===== src/rtl/avg_window.sv =====
// Sliding-window averager: DEPTH-entry circular buffer with running sum.
// Emits either the floor mean or the buffered sample closest to it.
module avg_window #(
    parameter int unsigned DW    = 16,
    parameter int unsigned DEPTH = 12
) (
    input  logic          clk,
    input  logic          reset,
    input  logic [DW-1:0] din,
    input  logic          din_valid,
    output logic          din_ready,
    input  logic          mode,
    output logic          ready,
    output logic [DW-1:0] dout,
    output logic          dout_valid
);

    localparam int unsigned SW = DW + $clog2(DEPTH);
    localparam int unsigned PW = $clog2(DEPTH);
    localparam int unsigned CW = $clog2(DEPTH + 1);

    typedef enum logic [2:0] {
        S_FILL,
        S_WAIT,
        S_CALC,
        S_SCAN,
        S_EMIT
    } state_e;

    state_e          state_q, state_d;
    logic [CW-1:0]   count_q, count_d;
    logic [PW-1:0]   wr_ptr_q, wr_ptr_d;
    logic [SW-1:0]   sum_q, sum_d;
    logic [DW-1:0]   avg_q, avg_d;
    logic            mode_q, mode_d;
    logic [PW-1:0]   idx_q, idx_d;
    logic [DW-1:0]   best_q, best_d;
    logic [DW-1:0]   best_dist_q, best_dist_d;
    logic            ready_q, ready_d;
    logic            din_ready_q, din_ready_d;
    logic [DW-1:0]   dout_q, dout_d;
    logic            dout_valid_q, dout_valid_d;

    logic [DW-1:0]   mem_q [DEPTH];

    logic            accept_c;
    logic            wr_en_c;
    logic [PW-1:0]   ptr_next_c;
    logic [DW-1:0]   old_c;
    logic [DW-1:0]   rd_c;
    logic [DW-1:0]   dist_c;
    logic            take_c;

    assign accept_c   = din_valid && din_ready_q;
    assign ptr_next_c = (wr_ptr_q == PW'(DEPTH - 1)) ? '0 : wr_ptr_q + PW'(1);
    assign old_c      = mem_q[wr_ptr_q];
    assign rd_c       = mem_q[idx_q];
    assign dist_c     = (rd_c >= avg_q) ? (rd_c - avg_q) : (avg_q - rd_c);
    // Ties go to the sample at or below the mean.
    assign take_c     = (dist_c < best_dist_q) ||
                        ((dist_c == best_dist_q) && (rd_c <= avg_q));

    always_comb begin
        state_d      = state_q;
        count_d      = count_q;
        wr_ptr_d     = wr_ptr_q;
        sum_d        = sum_q;
        avg_d        = avg_q;
        mode_d       = mode_q;
        idx_d        = idx_q;
        best_d       = best_q;
        best_dist_d  = best_dist_q;
        ready_d      = ready_q;
        dout_d       = dout_q;
        dout_valid_d = 1'b0;
        wr_en_c      = 1'b0;

        case (state_q)
            S_FILL: begin
                if (accept_c) begin
                    wr_en_c  = 1'b1;
                    sum_d    = sum_q + SW'(din);
                    count_d  = count_q + CW'(1);
                    wr_ptr_d = ptr_next_c;
                    if (count_q == CW'(DEPTH - 1)) begin
                        ready_d = 1'b1;
                        state_d = S_CALC;
                    end
                end
            end
            S_WAIT: begin
                if (accept_c) begin
                    wr_en_c  = 1'b1;
                    sum_d    = sum_q - SW'(old_c) + SW'(din);
                    wr_ptr_d = ptr_next_c;
                    state_d  = S_CALC;
                end
            end
            S_CALC: begin
                avg_d       = DW'(sum_q / SW'(DEPTH));
                mode_d      = mode;
                idx_d       = '0;
                best_d      = '0;
                best_dist_d = '1;
                state_d     = mode ? S_EMIT : S_SCAN;
            end
            S_SCAN: begin
                if (take_c) begin
                    best_d      = rd_c;
                    best_dist_d = dist_c;
                end
                if (idx_q == PW'(DEPTH - 1)) begin
                    state_d = S_EMIT;
                end else begin
                    idx_d = idx_q + PW'(1);
                end
            end
            S_EMIT: begin
                dout_d       = mode_q ? avg_q : best_q;
                dout_valid_d = 1'b1;
                state_d      = S_WAIT;
            end
            default: state_d = S_FILL;
        endcase

        din_ready_d = (state_d == S_FILL) || (state_d == S_WAIT);
    end

    always_ff @(posedge clk) begin
        if (!reset) begin
            state_q      <= S_FILL;
            count_q      <= '0;
            wr_ptr_q     <= '0;
            sum_q        <= '0;
            avg_q        <= '0;
            mode_q       <= 1'b0;
            idx_q        <= '0;
            best_q       <= '0;
            best_dist_q  <= '0;
            ready_q      <= 1'b0;
            din_ready_q  <= 1'b0;
            dout_q       <= '0;
            dout_valid_q <= 1'b0;
        end else begin
            state_q      <= state_d;
            count_q      <= count_d;
            wr_ptr_q     <= wr_ptr_d;
            sum_q        <= sum_d;
            avg_q        <= avg_d;
            mode_q       <= mode_d;
            idx_q        <= idx_d;
            best_q       <= best_d;
            best_dist_q  <= best_dist_d;
            ready_q      <= ready_d;
            din_ready_q  <= din_ready_d;
            dout_q       <= dout_d;
            dout_valid_q <= dout_valid_d;
        end
    end

    // Sample storage; contents are don't-care after reset.
    always_ff @(posedge clk) begin
        if (wr_en_c) begin
            mem_q[wr_ptr_q] <= din;
        end
    end

    assign din_ready  = din_ready_q;
    assign ready      = ready_q;
    assign dout       = dout_q;
    assign dout_valid = dout_valid_q;

endmodule


===== config.mk =====
export PLATFORM = sky130hd
export DESIGN_NAME = avg_window
export DESIGN_NICKNAME = d
export VERILOG_FILES = /design/src/rtl/avg_window.sv
export SDC_FILE = /design/constraint.sdc
export NUM_CORES = 1
export LEC_CHECK = 0
export ABC_AREA = 1
export BUFFER_PORTS_ARGS = -buffer_cell sky130_fd_sc_hd__buf_2
export CAP_MARGIN = 0
export CORE_MARGIN = 1.5
export CORE_UTILIZATION = 53
export DETAILED_ROUTE_END_ITERATION = 16
export PLACE_DENSITY = 0.72
export SLEW_MARGIN = 20
export SYNTH_ARGS = -nofsm -noshare
export SYNTH_HDL_FRONTEND = slang
export SYNTH_SLANG_ARGS = --single-unit
export TNS_END_PERCENT = 20

===== constraint.sdc =====
create_clock -name clk -period 8.25 [get_ports clk]
set_input_delay 0.4125 -clock clk [delete_from_list [all_inputs] [get_ports clk]]
set_output_delay 0.4125 -clock clk [all_outputs]
set_load 0.02 [all_outputs]

==> reports/qor.csv <==
metric,value,unit
run status,finished with violations,
failing checks,setup timing,
first-pass GRT wire length,102.6,mm
PD cells,449.3,nW/µm²
GP Congestion,0.9460,
synth warn,0,
Post-DP HPWL,46.17,mm
"Hold-fix buffers, CTS",0,
detailed-route via count,21320,
final setup TNS,-1.636,ns
NumNets Final,3347,
reg2reg end,avg_q[0],
period utilization,1.108,
Cell Int Power,6.390,mW
Hold Path End,state_q[2],
asr flop ratio synth,0,
Clock Skews,0.01937,ns
setup ws final,-0.8901,ns
Synth area leader,edfxtp_1,
Clock Power Share,0.121,
IO Port Bufs,38,
hold_sp,mode,
Critical Path RT,8.68,ns
CTS max path bufs,3,
largest net degree at the start of global routing,113,
switching pwr,5.511,mW
CTS Buf Count,34,
width of the die,205.0,µm
H-tree Lvls,2,
multi-input logic area,12120,µm²
Initial Utilization,0.5404,
# DRC,0,
Finished Layout Cells,3762,
WHS Path Cells,3,
full die area,42010,µm²
Crit. End Element,flop,
CTS tree,yes,
Post-Syn Area,21620,µm²
register area,8006,µm²
Initial DRC Count,1783,
hold crit path type,primary input to flop,
GRT Overall Usage,0.3059,
Top Ports,39,
sequential fraction of design power,0.140,
"Seq/Total Area, Yosys",0.3695,
fin crit period,9.140,ns
Synth Register Bits,303,
die height,205.0,µm
fmax,109.4,MHz
Vias/cell,5.667,
initial antenna violation count,2,
Synth-to-Final Area Change,22.54,%
clk_lat worst skew,0.55,ns
vias in the first global route,20460,
R2R cell count,77,
pre-CTS setup slack,-0.9770,ns
post-synth top area share,0.2667,
Clock Sink Count,303,
DR WL/cell,17.35,µm
WL final,65.29,mm
"most used cell, CP",nand2_2,
CP max stage delay,0.37,ns
DR pass1 iterations,6,
Synth Flop Type,edfxtp_1,
ANT nets after route,0,
Syn Inst Count,2913,
core area,40010,µm²
Slew Limit Fails,0,
fin util,0.6622,
final setup violation count,3,
FF-to-FF setup slack,-0.89,ns
CP Class,flop to flop,
share of layout cells above drive strength 1,0.2250,
"Arr. time, crit path",9.57,ns
Synth area leaders,"edfxtp_1 (27%), dfxtp_1 (10%), nand2_1 (10%), inv_1 (7.9%), o21ai_0 (6.1%)",
grt total ovfl,0,
Std-Cell Rows,73,
max cap viols,0,
Fillers,3359,
endpoints failing hold,0,
Mapped Avg Cell Area,7.421,µm²
CP Launch Type,flop,
RSZ-0062 raised after global routing,true,
clock-pin slew on the worst setup and hold paths,0.06,ns
maximum VDD drop,414.3,µV
worst rel slew slack,0.3089,
reg2reg start,sum_q[17],
measured slew at the worst slew-check pin,1.037,ns
dpl cells,3657,
Crit Path Max Fanout,8,
Syn Nets,3047,
Gate power share,0.739,
Post-synth EDFFs,192,
Switching Share,0.4631,
Pleak,11.91,nW
post-synth cell types,55,
root buffer cell,clkbuf_16,
cell with the largest stage delay on the worst path,dfxtp_4,
cell families after synthesis:
family | synth area share
xor+xnor | 0.01621
flops | 0.3695
buf+inv | 0.1067
mux | 0.002778
compound gates | 0.1832
simple gates | 0.2491
fa+ha+maj | 0.07258
power groups by stage:
stage / clock network, mW / registers (mW) / logic (mW)
finish: 1.44 / 1.66 / 8.80
global route: 1.52 / 1.66 / 9.60
CTS: 1.46 / 1.66 / 8.18
detailed placement: 0 / 1.69 / 7.71
global placement: 0 / 1.69 / 7.69
floorplan: 0 / 1.67 / 4.26
timing repair:
item                                    CTS  global route
pin swaps                                55            97
setup buffers                            21            24
cloned                                    1             0
resized for setup                        80           109
endpoints found under the setup margin    3             3
hold endpoints to repair                  0             0
sequential cells by signal, indices dropped and copies added (netlist names), named ones only:
register,cells
mem_q,192
sum_q,20
avg_q,16
best_dist_q,16
best_q,16
dout,16
count_q,4
idx_q,4
wr_ptr_q,4
state_q,3
din_ready,1
dout_valid,1
mode_q,1
ready,1
worst max-delay path by stage:
stage                         start       end
after CTS                 sum_q[17]  avg_q[0]
final                     sum_q[17]  avg_q[0]
after global routing      sum_q[17]  avg_q[0]
after floorplan           sum_q[17]  avg_q[0]
after global placement    sum_q[17]  avg_q[0]
after detailed placement  sum_q[17]  avg_q[0]
cell usage after synthesis (13+ instances only):
cell,count
nand2_1,589
inv_1,454
a31oi_1,31
a21oi_1,241
dfxtp_1,111
edfxtp_1,192
a221oi_1,16
a211oi_1,13
nor2_4,22
nand3_2,22
nor2_1,160
nor3_1,30
o22ai_1,15
inv_2,26
ha_1,95
nand3_1,182
o211ai_1,78
clkbuf_1,102
nand2_2,53
xor2_1,37
nand4_1,44
fa_1,19
o21ai_0,264
layer usage:
layer / part of all wire / vias up / track usage
met4: 0.029 / 0 / 0.1030
met3: 0.073 / 150 / 0.03834
met1: 0.42 / 9982 / 0.3960
met2: 0.48 / 827 / 0.5268
met5: 0 / - / 0
li1: - / 10360 / -
worst max-delay path, delay by kind of cell (launching register included):
family          cells  cell delay [ns]
flops               1             0.37
compound gates      3             0.51
buf+inv            14             1.30
fa+ha+maj           1             0.17
simple gates       59             6.64
cell type report:
class,instances,share of cell area
clock buffer,43,0.03571
clock inverter,15,0.003779
multi-input combinational,2006,0.4575
timing repair buffer,379,0.1062
inverter,489,0.06957
antenna,2,0.0001889
tap,525,0.02480
sequential,303,0.3022
through the flow:
step | hold WS [ns] | instance area (µm²) | power [mW]
floorplan | 0.4355 | 21660 | 5.935
global placement | 0.4498 | 24350 | 9.376
detailed placement | 0.4533 | 24350 | 9.401
CTS | 0.2264 | 25890 | 11.31
global route | 0.2445 | 26490 | 12.79
finish | 0.2479 | 26490 | 11.90
placed cells by master (no fill, tap or decap), drive strengths merged, types with 2 or more instances in the layout:
cell type / instances
a2111oi: 3
a211oi: 14
a21oi: 241
a221o: 2
a221oi: 16
a31oi: 31
and2: 2
buf: 379
clkbuf: 43
clkinv: 21
dfxtp: 111
diode: 2
edfxtp: 192
fa: 19
ha: 95
inv: 482
mux2i: 6
nand2: 651
nand3: 212
nand3b: 8
nand4: 45
nor2: 195
nor3: 30
nor4: 2
o211ai: 78
o21ai: 274
o21bai: 9
o221ai: 6
o22ai: 15
o311ai: 2
o31ai: 2
xnor2: 3
xor2: 37
No activity file was read; power rests on OpenSTA's default activity.
